`config.mk`:
```
export PLATFORM = sky130hd
export DESIGN_NAME = uart_rx_ext
export DESIGN_NICKNAME = d
export VERILOG_FILES = /design/src/rtl/uart_rx_ext.sv
export SDC_FILE = /design/constraint.sdc
export NUM_CORES = 1
export LEC_CHECK = 0
export BUFFER_PORTS_ARGS = -buffer_cell sky130_fd_sc_hd__clkbuf_2
export CORE_AREA = 8 8 88 74
export CTS_CLUSTER_SIZE = 12
export DETAILED_ROUTE_END_ITERATION = 7
export DIE_AREA = 0 0 96 82
export GPL_TIMING_DRIVEN = 1
export HOLD_SLACK_MARGIN = 0.06
export SETUP_SLACK_MARGIN = 0.4
export SLEW_MARGIN = 30
export SYNTH_ARGS = -nofsm -noshare
export SYNTH_HDL_FRONTEND = slang
export SYNTH_SLANG_ARGS = --single-unit
```
`constraint.sdc`:
```
create_clock -name clk -period 2.38 [get_ports clk]
set_clock_uncertainty 0.1 [all_clocks]
set_input_delay 0.238 -clock clk [delete_from_list [all_inputs] [get_ports clk]]
set_output_delay 0.238 -clock clk [all_outputs]
set_load 0.05 [all_outputs]
```
`src/rtl/uart_rx_ext.sv`:
```
`timescale 1ns/1ps
`default_nettype none
// +----------------------------------------------------------------------------+
// | uart_rx_ext : parametrised oversampling UART receiver with 3-sample vote,  |
// |               error/break/overrun flags and a one-entry valid/ready output. |
// | Revision    : 1.0                                                          |
// +----------------------------------------------------------------------------+
module uart_rx_ext #(
  parameter int DATA_BITS  = 8,
  parameter int PARITY     = 0,
  parameter int STOP_BITS  = 1,
  parameter int OVERSAMPLE = 4
) (
  input  logic                 clk,
  input  logic                 reset,
  input  logic                 baud_xn,
  input  logic                 serial,
  output logic [DATA_BITS-1:0] data,
  output logic                 valid,
  input  logic                 ready,
  output logic                 frame_err,
  output logic                 parity_err,
  output logic                 break_det,
  output logic                 overrun,
  output logic                 busy
);

  localparam int c_PW = $clog2(OVERSAMPLE);
  localparam int c_BW = $clog2(DATA_BITS);
  localparam logic [c_PW-1:0] c_SMP0 = c_PW'(OVERSAMPLE/2 - 1);
  localparam logic [c_PW-1:0] c_MID  = c_PW'(OVERSAMPLE/2);
  localparam logic [c_PW-1:0] c_DEC  = c_PW'(OVERSAMPLE/2 + 1);
  localparam logic [c_PW-1:0] c_LAST = c_PW'(OVERSAMPLE - 1);

  typedef enum logic [2:0] {
    S_IDLE    = 3'd0,
    S_START   = 3'd1,
    S_DATA    = 3'd2,
    S_PARITY  = 3'd3,
    S_STOP    = 3'd4,
    S_BRKWAIT = 3'd5
  } state_t;

  state_t                 state_q;
  logic                   sync1_q, sync2_q;
  logic [c_PW-1:0]        ph_q;
  logic [c_BW-1:0]        bit_q;
  logic [1:0]             smp_q;
  logic [DATA_BITS-1:0]   shift_q;
  logic                   par_q;
  logic                   stop_any0_q, stop_all0_q;
  logic [DATA_BITS-1:0]   data_q;
  logic                   valid_q;
  logic                   frame_err_q, parity_err_q, break_q, overrun_q;

  logic w_line, w_vote, w_dec, w_last_stop, w_any0, w_all0;
  logic w_xor, w_par_bad, w_brk, w_commit, w_good, w_take;

  assign w_line      = sync2_q;
  assign w_vote      = (smp_q[0] & smp_q[1]) | (smp_q[0] & w_line) | (smp_q[1] & w_line);
  assign w_dec       = baud_xn && (ph_q == c_DEC);
  assign w_last_stop = (bit_q == c_BW'(STOP_BITS - 1));
  // Stop-bit history folded with the decision being made this tick.
  assign w_any0      = stop_any0_q | ~w_vote;
  assign w_all0      = stop_all0_q & ~w_vote;
  assign w_xor       = (^shift_q) ^ par_q;
  assign w_par_bad   = (PARITY == 1) ? w_xor : (PARITY == 2) ? ~w_xor : 1'b0;
  assign w_brk       = (shift_q == '0) && ((PARITY == 0) || !par_q) && w_all0;
  assign w_commit    = w_dec && (state_q == S_STOP) && w_last_stop;
  assign w_good      = w_commit && !w_brk && !w_any0 && !w_par_bad;
  assign w_take      = w_good && (!valid_q || ready);

  always_ff @(posedge clk) begin
    if (reset) begin
      state_q      <= S_IDLE;
      sync1_q      <= 1'b1;
      sync2_q      <= 1'b1;
      ph_q         <= '0;
      bit_q        <= '0;
      smp_q        <= '0;
      shift_q      <= '0;
      par_q        <= 1'b0;
      stop_any0_q  <= 1'b0;
      stop_all0_q  <= 1'b1;
      data_q       <= '0;
      valid_q      <= 1'b0;
      frame_err_q  <= 1'b0;
      parity_err_q <= 1'b0;
      break_q      <= 1'b0;
      overrun_q    <= 1'b0;
    end else begin
      sync1_q      <= serial;
      sync2_q      <= sync1_q;
      frame_err_q  <= 1'b0;
      parity_err_q <= 1'b0;
      break_q      <= 1'b0;
      overrun_q    <= 1'b0;

      if (baud_xn) begin
        ph_q <= (ph_q == c_LAST) ? '0 : ph_q + c_PW'(1);
        if (ph_q == c_SMP0) smp_q[0] <= w_line;
        if (ph_q == c_MID)  smp_q[1] <= w_line;
        case (state_q)
          S_IDLE: begin
            if (!w_line) begin
              state_q     <= S_START;
              ph_q        <= c_PW'(1);
              stop_any0_q <= 1'b0;
              stop_all0_q <= 1'b1;
            end else begin
              ph_q <= '0;
            end
          end
          S_START: begin
            if (w_dec && w_vote) begin
              state_q <= S_IDLE;
              ph_q    <= '0;
            end else if (ph_q == c_LAST) begin
              state_q <= S_DATA;
              bit_q   <= '0;
            end
          end
          S_DATA: begin
            if (w_dec) shift_q <= {w_vote, shift_q[DATA_BITS-1:1]};
            if (ph_q == c_LAST) begin
              if (bit_q == c_BW'(DATA_BITS - 1)) begin
                bit_q   <= '0;
                state_q <= (PARITY != 0) ? S_PARITY : S_STOP;
              end else begin
                bit_q <= bit_q + c_BW'(1);
              end
            end
          end
          S_PARITY: begin
            if (w_dec) par_q <= w_vote;
            if (ph_q == c_LAST) state_q <= S_STOP;
          end
          S_STOP: begin
            if (w_dec) begin
              if (w_last_stop) begin
                ph_q <= '0;
                if (w_brk) begin
                  state_q <= S_BRKWAIT;
                  break_q <= 1'b1;
                end else begin
                  state_q      <= S_IDLE;
                  frame_err_q  <= w_any0;
                  parity_err_q <= w_par_bad;
                end
              end else begin
                stop_any0_q <= w_any0;
                stop_all0_q <= w_all0;
              end
            end
            if ((ph_q == c_LAST) && !w_last_stop) bit_q <= bit_q + c_BW'(1);
          end
          S_BRKWAIT: begin
            ph_q <= '0;
            if (w_line) state_q <= S_IDLE;
          end
          default: begin
            state_q <= S_IDLE;
            ph_q    <= '0;
          end
        endcase
      end

      // A commit landing on a draining cycle reloads the register, so valid stays high.
      if (w_take) begin
        data_q  <= shift_q;
        valid_q <= 1'b1;
      end else if (valid_q && ready) begin
        valid_q <= 1'b0;
      end
      if (w_good && !w_take) overrun_q <= 1'b1;
    end
  end

  assign data       = data_q;
  assign valid      = valid_q;
  assign frame_err  = frame_err_q;
  assign parity_err = parity_err_q;
  assign break_det  = break_q;
  assign overrun    = overrun_q;
  assign busy       = (state_q != S_IDLE);

endmodule
`default_nettype wire

```
# Yosys cells after proc, flatten, opt, wreduce, memory -nomap -nowiden
# Cells that the tools add are included.
[totals]
reg_bits = 34
in_bits = 5
out_inout_bits = 14
wordCells = 118
[classes]
add_sub_neg = 2
eq_ne = 21
muxes = 35
bitwise = 12
n_reduce_logical = 33
[ops]
columns = ["op", "count"]
rows = [
  ["3-bit 2-to-1 mux", 15],
  ["2-bit inequality test, second input constant", 10],
  ["3-bit one-hot mux with 6 select lines", 1],
  ["1-bit logical AND", 11],
  ["1-bit 2-to-1 mux", 11],
  ["3-bit == test, second input constant", 3],
  ["3-bit one-hot mux with 3 select lines", 1],
  ["9-bit AND reduction", 1],
  ["8-bit zero test", 1],
  ["2-bit 2-to-1 mux", 4],
  ["2-bit one-hot mux with 4 select lines", 1],
  ["3-bit by 2-bit == test with 1-bit output, second input constant", 2],
  ["3-bit zero test", 2],
  ["6-bit AND reduction", 1],
  ["3-bit nonzero test", 2],
  ["6-bit OR reduction", 1],
  ["1-bit zero test", 5],
  ["1-bit NOT", 5],
  ["5-bit AND reduction", 1],
  ["5-bit OR reduction", 1],
  ["1-bit bitwise AND", 4],
  ["2-bit == test, second input constant", 2],
  ["1-bit one-hot mux with 2 select lines", 2],
  ["2-bit AND reduction", 2],
  ["11 further kinds", 14],
]

# Logic depth before layout (Yosys ltp)
# Gate-level depths: netlist of run 1.
[logic_depth]
depth_word = 13
depth_mapped = 7
mapped_depth_nobuf = 6

# Worst setup path after synthesis of run 1
# No wires, ideal clock.
[synth_path]
path_type = "reg-to-reg"
startpoint = "register ph_q[0]"
endpoint = "register shift_q[0]"
setup_time_ns = 0.128
arrival_time_ns = 1.548
path_slack_ns = 0.604
stages_incl_launch_ff = 7
synth_period_minus_slack_ns = 1.776
cell_sequence = "dfxtp_1 > ha_1 > buf_4 > inv_2 > nor4_4 > mux2i_1 > nor2_1"
[synth_between]
elab_chain_cells = 3
[synth_lines]
columns = ["element", "line_no", "rtl"]
rows = [
  ["start, declared", "46", "logic [c_PW-1:0] ph_q;"],
  ["start signal, assigned", "100", "ph_q <= (ph_q == c_LAST) ? '0 : ph_q + c_PW'(1);"],
  ["start signal, assigned", "107", "ph_q <= c_PW'(1);"],
  ["2-bit == test", "61", "assign w_dec = baud_xn && (ph_q == c_DEC);"],
  ["1-bit logical AND", "61", ""],
  ["3-bit AND reduction (no source line)", "n/a", ""],
  ["end signal, assigned", "124", "if (w_dec) shift_q <= {w_vote, shift_q[DATA_BITS-1:1]};"],
  ["end, declared", "49", "logic [DATA_BITS-1:0] shift_q;"],
]
# No other way between the ends.
# A chain may end at the register's enable or synchronous reset.

# Final worst setup path of run 1
[layout_path]
startpoint = "register ph_q[0]"
endpoint = "register data_q[5], in the netlist data[5]"
[layout_between]
elab_chain_cells = 7
[layout_lines]
columns = ["element", "line_no", "rtl"]
rows = [
  ["2-bit == test", "61", ""],
  ["1-bit logical AND", "61", ""],
  ["1-bit logical AND (2 in series)", "69", "assign w_commit = w_dec && (state_q == S_STOP) && w_last_stop;"],
  ["1-bit logical AND (2 in series)", "70", "assign w_good = w_commit && !w_brk && !w_any0 && !w_par_bad;"],
  ["1-bit logical AND", "71", "assign w_take = w_good && (!valid_q || ready);"],
  ["end signal, assigned", "170", "data_q <= shift_q;"],
  ["end, declared", "52", "logic [DATA_BITS-1:0] data_q;"],
]
# No other way between the ends.

==> results of run 1 <==
==> critical path, cell delays in order (launching register included) <==
cell and delay (ps):
dfxtp_1 500, ha_4 250, and4b_1 230, nand4_1 160
nor2b_1 150, buf_4 200, mux2i_1 200
==> placed cells by master (no fill, tap or decap), drive strengths merged <==
master       count
or2              3
nand2           28
a211o            1
nor4b            2
o41ai            1
nor3             3
conb             1
dfxtp           34
clkinv           1
maj3             1
a211oi           3
a31oi            1
nand3            5
inv             10
buf              3
o31a             1
o2111a           1
a31o             3
o211ai           3
bufinv           1
dlygate4sd3      1
clkbuf          23
o21ai            3
and4b            2
nand3b           2
nor4             2
o21a             1
ha               7
a2111oi          1
nand4            1
nand2b           4
nor3b            6
o31ai            4
mux2i           20
nor2b            2
a21oi            6
nor2            15
o2111ai          2
or3              2
==> through the flow <==
step | power (mW) | area [um2] | utilization
floorplan | 0.645 | 1720 | -
global placement | 0.662 | 1850 | 0.356
detailed placement | 0.661 | 1850 | 0.356
CTS | 1.20 | 1980 | 0.381
global route | 1.23 | 1990 | 0.384
finish | 1.19 | 1990 | 0.384
==> cells by family (layout without fill, tap and decap cells) <==
logic type	after synthesis	after routing
flip-flops	34	34
AO/OA/AOI/OAI	31	31
AND/OR/NAND/NOR	77	77
multiplexers	20	20
other	1	1
buffers and inverters	22	39
adder cells (fa/ha/maj)	8	8
==> per-layer routing <==
metal	routed length (um)	part of all wire
met1	1900	0.53
met4	31	0.0086
met2	1440	0.40
met5	0	0
met3	241	0.067
==> repair_timing <==
item | in CTS | in global routing
endpoints found under the hold margin | 1 | 0
hold buffers | 1 | 0
setup endpoints to repair | 1 | 13
gates resized for setup | 1 | 4
==> path summary, 6_finish.rpt <==
| path | slack [ps] | start | end |
|---|---|---|---|
| setup / recovery | 530 | ph_q[0] | data[5] |
| hold / removal | 190 | ready | overrun |
| setup reg to reg | 530 | ph_q[0] | data[5] |
| hold reg to reg | 310 | sync1_q | sync2_q |
==> layout make-up <==
cell class,count,share of cell area
clock inverter,1,0.0151
inverter,11,0.0207
sequential,34,0.343
timing repair buffer,21,0.0590
tap,65,0.0408
clock buffer,6,0.0414
multi-input combinational,137,0.481
==> sequential cells by signal, summed over array words and instances (netlist names), 2 cells and up <==
name / cells
data: 8
shift_q: 8
bit_q: 3
state_q: 3
ph_q: 2
smp_q: 2
==> where the power goes <==
part | internal (mW) | switching (mW)
clock network | 0.335 | 0.202
logic | 0.0224 | 0.0451
registers | 0.574 | 0.00942
total | 0.932 | 0.256
==> metrics.md, run 1 <==
| Metric | Value |
|---|---|
| Layout cell share with drive strength beyond 1 | 0.205 |
| Vias in the first global route | 1,252 |
| GRT Util Overall | 0.0998 |
| Worst reg2reg path depth | 6 |
| DRC viols | 0 |
| I/O Pins | 19 |
| GP Congestion | 0.850 |
| Fmax achieved | 0.541 GHz |
| Area grow syn2layout | 16.0% |
| Ys async rst share | 0 |
| N_diodes | 0 |
| Xor/xnor share of the synthesized area | 0 |
| Final std cells w/o fill | 275 |
| Initial antenna violation count | 0 |
| DIE WIDTH | 96 um |
| Hold Crit Depth | 3 |
| Post-synthesis sequential area ratio | 0.396 |
| Static Leak | 0.717 nW |
| GRT busiest layer | met2 |
| TritonCTS buffer count | 5 |
| Mapped Cells | 193 |
| Largest net degree at the start of global routing | 27 |
| Finish-stage setup viols | 0 |
| Initial DRT Pass Iterations | 4 |
| Vias per Instance | 5.00 |
| Filler cells | 547 |
| Post-Syn Area | approximately 1700 um2 |
| Post-DP HPWL | 2510 um |
| Main combinational cell family by area after synthesis | simple AND/OR/NAND/NOR gates |
| Final setup margin | 533 ps |
| Fin crit share | 0.776 |
| CTS tree | yes |
| Number of synthesized flops with an enable pin | 0 |
| Mux contribution to synthesized area | 0.116 |
| WS Path Type | flip-flop to flip-flop |
| Global-route wire length before repair | slightly above 6000 um |
| Simple-gate portion of the synthesized area | 0.240 |
| Synth Area in Adders | 0.0575 |
| Core box area | 5190 um2 |
| Sink Count | 34 |
| Top cell type's share of synthesized area | 0.396 |
| Critical Path AT | 1960 ps |
| Nets | 222 |
| CTS root buffer | clkbuf_8 |
| Total negative slack | 0 ps |
| Die area | 7870 um2 |
| H-tree depth | 2 |
| Grt met1 use | 0.138 |
| Grt met2 use | 0.139 |
| Mean Syn Cell Area | 8.91 um2 |
| Synth top cells by count | dfxtp_1 (34), nand2_1 (28), mux2i_1 (20), nor2_1 (15), inv_1 (8) |
| First DRT Iteration DRCs | 113 |
| Status | finished, final reports clean |
| Pwr/cell area | approximately 600 nW/um2 |
| Num rows | 24 |
| Die Y-Extent | 82 um |
| Final hold vios | 0 |
| Yosys reg bits | 34 |
| Final Max Tran Viols | 0 |
| Multi-input logic area | 958 um2 |
| Register area | 683 um2 |
| Worst endpoint required time | 2490 ps |
| Min Hold Slack | 186 ps |
| Routed via count | 1,375 |
| Longest Clk Path Bufs | 2 |
| Count leader, synth | dfxtp_1 |
| Largest area contributor in the netlist | dfxtp_1 |
| Hold crit path type | input port to flip-flop |
| Gr ovfl total | 0 |
| Initial Util | 0.331 |
| Maxcap violations | 0 |
| Pre-CTS setup slack | slightly above 400 ps |
| GRT met3 Usage | 0.0338 |
| Synth Net Count | just over 200 |
| Clk Latency, worst-skew pair | 280 ps |
| CTS clk-pin slew, worst paths | 70 ps |
| Ys Warns | 0 |
| Distinct cells, synth | 42 |
| RSZ-0062 raised after global routing | false |
| Synth area leaders | dfxtp_1 (40%), mux2i_1 (12%), nand2_1 (6.1%) |
| CP startpoint kind | flip-flop |
| Tmin final | between 1500 and 2000 ps |
| Routed Antenna Nets | 0 |
| Final WL | roughly 3600 um |
| Placed insts | 267 |
| Post-CTS Setup Bufs | 0 |
| Most used DFF post-synth | dfxtp_1 |
| Compound-cell area share of the yosys netlist | 0.131 |
| Mean routed wirelength per cell | 13.1 um |
| Worst IR Drop VDD | 0.265 mV |
| Port bufs | 17 |
| Worst Setup End Kind | flip-flop |
| Crit path max fanout | 9 |
(Power assumes the default switching activity.)
==> run 2, diff against run 1 <==
==> constraint.sdc (replaced) <==
create_clock -name clk -period 1.92 [get_ports clk]
set_clock_uncertainty 0.1 [all_clocks]
set_input_delay 0.192 -clock clk [delete_from_list [all_inputs] [get_ports clk]]
set_output_delay 0.192 -clock clk [all_outputs]
set_load 0.05 [all_outputs]
==> run 2 against run 1 <==
Die area unchanged. Maximum frequency increased by 14%. Total power increased by 17%. Count of clock-buffer cells in the layout unchanged. Setup slack got worse by 230 ps. Global-route usage increased by 0.68 points. Via count increased by 5.6%. Critical path type unchanged. Largest cell class unchanged. Largest power group unchanged.
==> metrics.md, run 2 (same netlist as run 1, synthesis figures left out) <==
| Metric | Value |
|---|---|
| Status | finished, final reports clean |
| Vias per Instance | 4.91 |
| Longest Clk Path Bufs | 2 |
| Filler cells | 494 |
| WS Path Type | flip-flop to flip-flop |
| Multi-input logic area | 1110 um2 |
| Total negative slack | 0 ps |
| Register area | slightly above 700 um2 |
| Routed via count | 1,452 |
| Global-route wire length before repair | approximately 6500 um |
| Nets | 242 |
| CTS root buffer | clkbuf_8 |
| Gr ovfl total | 0 |
| CP peak stage delay | 370 ps |
| Initial DRT Pass Iterations | 4 |
| Commonest non-fill, non-tap cell in the layout | nand2_1 |
| I/O Pins | 19 |
| Post-DP HPWL | around 2600 um |
| DIE WIDTH | 96 um |
| Crit path max fanout | 7 |
| Hold crit path type | input port to flip-flop |
| Maxcap violations | 0 |
| Core box area | 5190 um2 |
| CP max-delay cell | dfxtp_4 |
| Final WL | 4080 um |
| Critical Path AT | ~1700 ps |
| CTS tree | yes |
| Layout cell share with drive strength beyond 1 | 0.385 |
| Worst endpoint required time | 2040 ps |
| N_diodes | 0 |
| Die Y-Extent | 82 um |
| Vias in the first global route | 1,360 |
| Tmin final | 1620 ps |
| Static Leak | 0.853 nW |
| Mean routed wirelength per cell | 13.8 um |
| Fmax achieved | 0.618 GHz |
| Largest net degree at the start of global routing | 21 |
| Worst IR Drop VDD | 0.379 mV |
| Sink Count | 34 |
| RSZ-0062 raised after global routing | true |
| TritonCTS buffer count | 5 |
| GP Congestion | 0.828 |
| DRC viols | 0 |
| First DRT Iteration DRCs | 105 |
| H-tree depth | 2 |
| Area grow syn2layout | 35.3% |
| Initial antenna violation count | 0 |
| Commonest non-fill, non-tap cells in the layout | nand2_1 (28), dfxtp_1 (24), mux2i_1 (19), buf_4 (19), clkbuf_2 (16) |
| GRT Util Overall | 0.107 |
| Initial Util | 0.331 |
| Final hold vios | 0 |
| Routed Antenna Nets | 0 |
| CP startpoint kind | flip-flop |
| Final Max Tran Viols | 0 |
| Cell chain of the critical path | ha_4, buf_4, inv_4, o31a_1, or3_1, a21oi_1 |
| CTS clk-pin slew, worst paths | 70 ps |
| Die area | 7870 um2 |
| Pwr/cell area | 596 nW/um2 |
| Port bufs | 17 |
| Num rows | 24 |
| Finish-stage setup viols | 0 |
| Fin crit share | 0.843 |
| Clk Latency, worst-skew pair | 290 ps |
| Worst Setup End Kind | flip-flop |
| Min Hold Slack | 107 ps |
-- run 2: cell types whose count changed in the layout (fill, tap and decap cells not counted), moves of 3 or more --
cell,previous run,this run
buf_4,3,19
buf_6,0,3
dfxtp_1,32,24
dfxtp_2,2,5
dfxtp_4,0,5
ha_1,6,3
-- run 2: power by group --
group	internal [mW]	switching, mW
registers	0.708	0.0107
clock network	0.289	0.263
logic	0.0468	0.0690
total	1.04	0.343
-- run 2: final timing paths --
check,start,cells past startpoint,to,slack (ps)
worst max-delay path,ph_q[1],6,stop_any0_q,300
worst min-delay path,reset,2,smp_q[0],110
worst max register to register,ph_q[1],6,stop_any0_q,300
worst min register to register,sync1_q,1,sync2_q,320
-- run 2: cell type report --
cell class / count / area share
Multi-Input combinational cell: 137 / 0.476
Clock buffer: 6 / 0.0355
Sequential cell: 34 / 0.303
Tap cell: 65 / 0.0350
Clock inverter: 2 / 0.00484
Timing Repair Buffer: 41 / 0.126
Inverter: 11 / 0.0188
-- run 2: repair_timing --
| action | 4_1_cts | 5_1_grt |
|---|---|---|
| gates resized for setup | 26 | 14 |
| pin swaps | 9 | 4 |
| endpoints found under the hold margin | 1 | 0 |
| setup endpoints to repair | 29 | 26 |
| hold buffers | 1 | 0 |
| setup buffers | 7 | 9 |
-- run 2: worst max-delay path, delay by kind of cell, from the launching register on --
family | cells | cell delay (ps)
AO/OA/AOI/OAI | 2 | 420
adder cells (fa/ha/maj) | 1 | 180
AND/OR/NAND/NOR | 1 | 310
flip-flops | 1 | 370
buffers and inverters | 2 | 160
-- run 2: through the flow --
stage          setup WS [ps]   util  instances  power (mW)  cell area [um2]
6_report                 301  0.448        296        1.39             2330
5_1_grt                  225  0.448        296        1.46             2330
4_1_cts                  322  0.418        287        1.39             2170
3_5_place_dp             203  0.371        271       0.823             1930
3_3_place_gp             187  0.371        271       0.823             1930
2_1_floorplan            207      -        193       0.800             1770
-- run 2: layer usage --
layer	wire, um	part of all wire	track usage
met3	283	0.069	0.0356
met4	72	0.018	0.0429
met5	0	0	0
met1	1960	0.48	0.147
met2	1760	0.43	0.148
==> run 3, diff against run 2 <==
--- a/config.mk
+++ b/config.mk
@@ -5,11 +5,12 @@
 export SDC_FILE = /design/constraint.sdc
 export NUM_CORES = 1
 export LEC_CHECK = 0
+export ABC_AREA = 1
 export BUFFER_PORTS_ARGS = -buffer_cell sky130_fd_sc_hd__clkbuf_2
-export CORE_AREA = 8 8 88 74
+export CORE_AREA = 8 8 88 75
 export CTS_CLUSTER_SIZE = 12
 export DETAILED_ROUTE_END_ITERATION = 7
-export DIE_AREA = 0 0 96 82
+export DIE_AREA = 0 0 96 83
 export GPL_TIMING_DRIVEN = 1
 export HOLD_SLACK_MARGIN = 0.06
 export SETUP_SLACK_MARGIN = 0.4
==> constraint.sdc (replaced) <==
create_clock -name clk -period 1.3 [get_ports clk]
set_clock_uncertainty 0.1 [all_clocks]
set_input_delay 0.13 -clock clk [delete_from_list [all_inputs] [get_ports clk]]
set_output_delay 0.13 -clock clk [all_outputs]
set_load 0.05 [all_outputs]
==> run 3 against run 2 <==
Critical path depth grew 3. Maximum frequency increased by 5.5%. Setup slack lost 540 ps. Highest routed layer unchanged. The run now ends with negative hold slack, negative setup slack left. Design area rose by 32%. Flip-flop and latch count did not move. Sequential share of layout area shrank 6.7 points. Largest power group is now combinational logic. Cell count increased by 29%. Routed wire length is 30% higher. Total power increased to 2.8 times the previous value.
==> metrics.md, run 3 <==
| Metric | Value |
|---|---|
| Worst Setup End Kind | flip-flop |
| Maxcap violations | 0 |
| Crit path buf inv count | 3 |
| Area grow syn2layout | 76.9% |
| Max_slew headroom | 0.631 |
| Commonest non-fill, non-tap cells in the layout | nand2_1 (38), buf_4 (34), nor2_1 (30) |
| GRT met3 Usage | 0.0378 |
| Final hold vios | 1 |
| Count leader, synth | nand2_1 |
| Grt met1 use | 0.147 |
| Failing checks | negative hold slack, negative setup slack |
| Hold Crit Depth | 2 |
| First DRT Iteration DRCs | 73 |
| Min Hold Slack | -77.2 ps |
| Largest net degree at the start of global routing | 13 |
| Mapped Cells | 250 |
| Post-synthesis sequential area ratio | 0.392 |
| GRT Util Overall | 0.123 |
| Pwr/cell area | 1250 nW/um2 |
| Vias per Instance | slightly below 5 |
| CP startpoint kind | flip-flop |
| Final WL | 5290 um |
| GRT busiest layer | met2 |
| Ys Warns | 0 |
| Die Y-Extent | around 83 um |
| Worst reg2reg path depth | 9 |
| Fmax achieved | 0.652 GHz |
| Worst endpoint required time | roughly 1400 ps |
| Vias in the first global route | 1,781 |
| Cell Area, Placed | 2190 um2 |
| CP max-delay cell | dfxtp_4 |
| Ys async rst share | 0 |
| Post-DP HPWL | 3240 um |
| Multi-input logic area | 1260 um2 |
| Mean routed wirelength per cell | between 10 and 15 um |
| Routed Antenna Nets | 0 |
| Routed via count | 1,850 |
| Synth Net Count | 262 |
| Synth area leaders | dfxtp_1 (39%), nand2_1 (13%), nor2_1 (8.9%) |
| Final Max Tran Viols | 0 |
| Crit path max fanout | 5 |
| N_diodes | 0 |
| Die area | about 8000 um2 |
| Sink Count | 34 |
| Core box area | ~5200 um2 |
| CTS tree | yes |
| Number of synthesized flops with an enable pin | 0 |
| Register area | approximately 730 um2 |
| Total negative slack | -4240 ps |
| Finish-stage setup viols | 29 |
| Pre-CTS setup slack | -228 ps |
| CTS root buffer | clkbuf_8 |
| Most used DFF post-synth | dfxtp_1 |
| Least-Margin Pin Slew | 552 ps |
| Distinct cells, synth | 25 |
| Filler cells | 441 |
| DIE WIDTH | 96 um |
| I/O Pins | 19 |
| TritonCTS buffer count | 5 |
| Clk Latency, worst-skew pair | slightly below 300 ps |
| Final Core Density | 0.592 |
| Yosys reg bits | 34 |
| Post-Syn Area | 1740 um2 |
| Cell chain of the critical path | inv_4, ha_4, nand2_4, nor2_4, nand2_4, nor2_8, buf_4, inv_2, nor3_2 |
| H-tree depth | 2 |
| CP top delay family | simple AND/OR/NAND/NOR gates |
| Initial antenna violation count | 0 |
| Layout cell share with drive strength beyond 1 | 0.579 |
| Hold crit path type | input port to flip-flop |
| Post-route cell area | 3070 um2 |
| Synth top cells by count | nand2_1 (58), nor2_1 (41), dfxtp_1 (34), inv_1 (26), nand3_1 (21) |
| Port bufs | 17 |
| WP depth | 9 |
| Largest area contributor in the netlist | dfxtp_1 |
| Mean Syn Cell Area | 6.95 um2 |
| Num rows | 24 |
| Global-route wire length before repair | 7960 um |
| Fin crit share | 1.18 |
| Static Leak | 1.34 nW |
| Longest Clk Path Bufs | 2 |
| Tmin final | around 1500 ps |
| Commonest non-fill, non-tap cell in the layout | nand2_1 |
| CTS clk-pin slew, worst paths | 80 ps |
| Worst IR Drop VDD | 0.793 mV |
| Initial DRT Pass Iterations | 4 |
| Gr ovfl total | 0 |
| WS Path Type | flip-flop to flip-flop |
| GP Congestion | 0.873 |
| Initial Util | 0.335 |
| DRC viols | 0 |
| Critical Path AT | 1640 ps |
| Nets | 329 |
| Final setup margin | -235 ps |
| CP peak stage delay | about 370 ps |
| Top cell type's share of synthesized area | 0.392 |
| Most numerous cell on the critical path | nand2_4 |
| Status | finished with violations |
| RSZ-0062 raised after global routing | true |
| Grt met2 use | 0.205 |
| Tot Pwr | 3.84 mW |
## run 3: cell types whose count changed in the layout (fill, tap and decap cells not counted), moves of 11 or more
cell and change:
buf_4 +15, nand2_2 +19, nand3_1 +11, nor2_1 +17, buf_6 +11, clkbuf_16 +11, mux2i_1 -19, clkbuf_2 -12
## run 3: layer usage
layer | part of all wire | up-vias | wire length [um]
met5 | 0 | - | 0
met4 | 0.013 | 0 | 68
met3 | 0.050 | 6 | 262
met2 | 0.51 | 36 | 2710
met1 | 0.42 | 883 | 2250
li1 | - | 925 | -
## run 3: kinds of logic (layout without fill, tap and decap cells)
kind of cell    after synthesis  after routing  share of synthesized area
other cells                   1              1                    0.00216
fa+ha+maj                     7              7                     0.0504
compound gates               35             35                      0.107
flops                        34             34                      0.392
simple gates                139            140                      0.362
buf+inv                      34            101                     0.0864
## run 3: worst paths after layout
path | startpoint | to | slack [ps]
setup / recovery | bit_q[1] | overrun | -230
hold / removal | serial | sync1_q | -80
setup reg to reg | bit_q[1] | overrun | -230
hold reg to reg | sync1_q | sync2_q | 310
## run 3: worst register-to-register path: stages, from the launching register on
cell and delay [ps]:
dfxtp_4 370, inv_4 60, ha_4 130, nand2_4 60
nor2_4 160, nand2_4 100, nor2_8 170, buf_4 140
inv_2 40, nor3_2 120
## run 3: area by class of cell
type / count / share of cell area
multi-input cells: 183 / 0.409
repair buffers: 66 / 0.243
inverters: 27 / 0.0395
clock buffers: 7 / 0.0350
well taps: 65 / 0.0265
clock inverters: 1 / 0.00977
flip-flops and latches: 34 / 0.237
## run 3: stage by stage
step	hold slack, ps	std cells
final	-77.2	383
after global routing	-73.4	383
after floorplan	134	250
after CTS	-83.7	374
after global placement	214	358
after detailed placement	217	358
## run 3: report_power, final
group	total [mW]	switching (mW)	internal, mW
Combinational	1.48	0.795	0.685
Sequential	1.20	0.0785	1.12
Clock	1.16	0.424	0.741
## run 3: timing repair
item / 4_1_cts / 5_1_grt
hold endpoints to repair: 6 / 4
setup endpoints to repair: 45 / 45
setup buffers: 7 / 9
gates cloned: 1 / 0
pin swaps: 20 / 38
gates resized for setup: 104 / 61
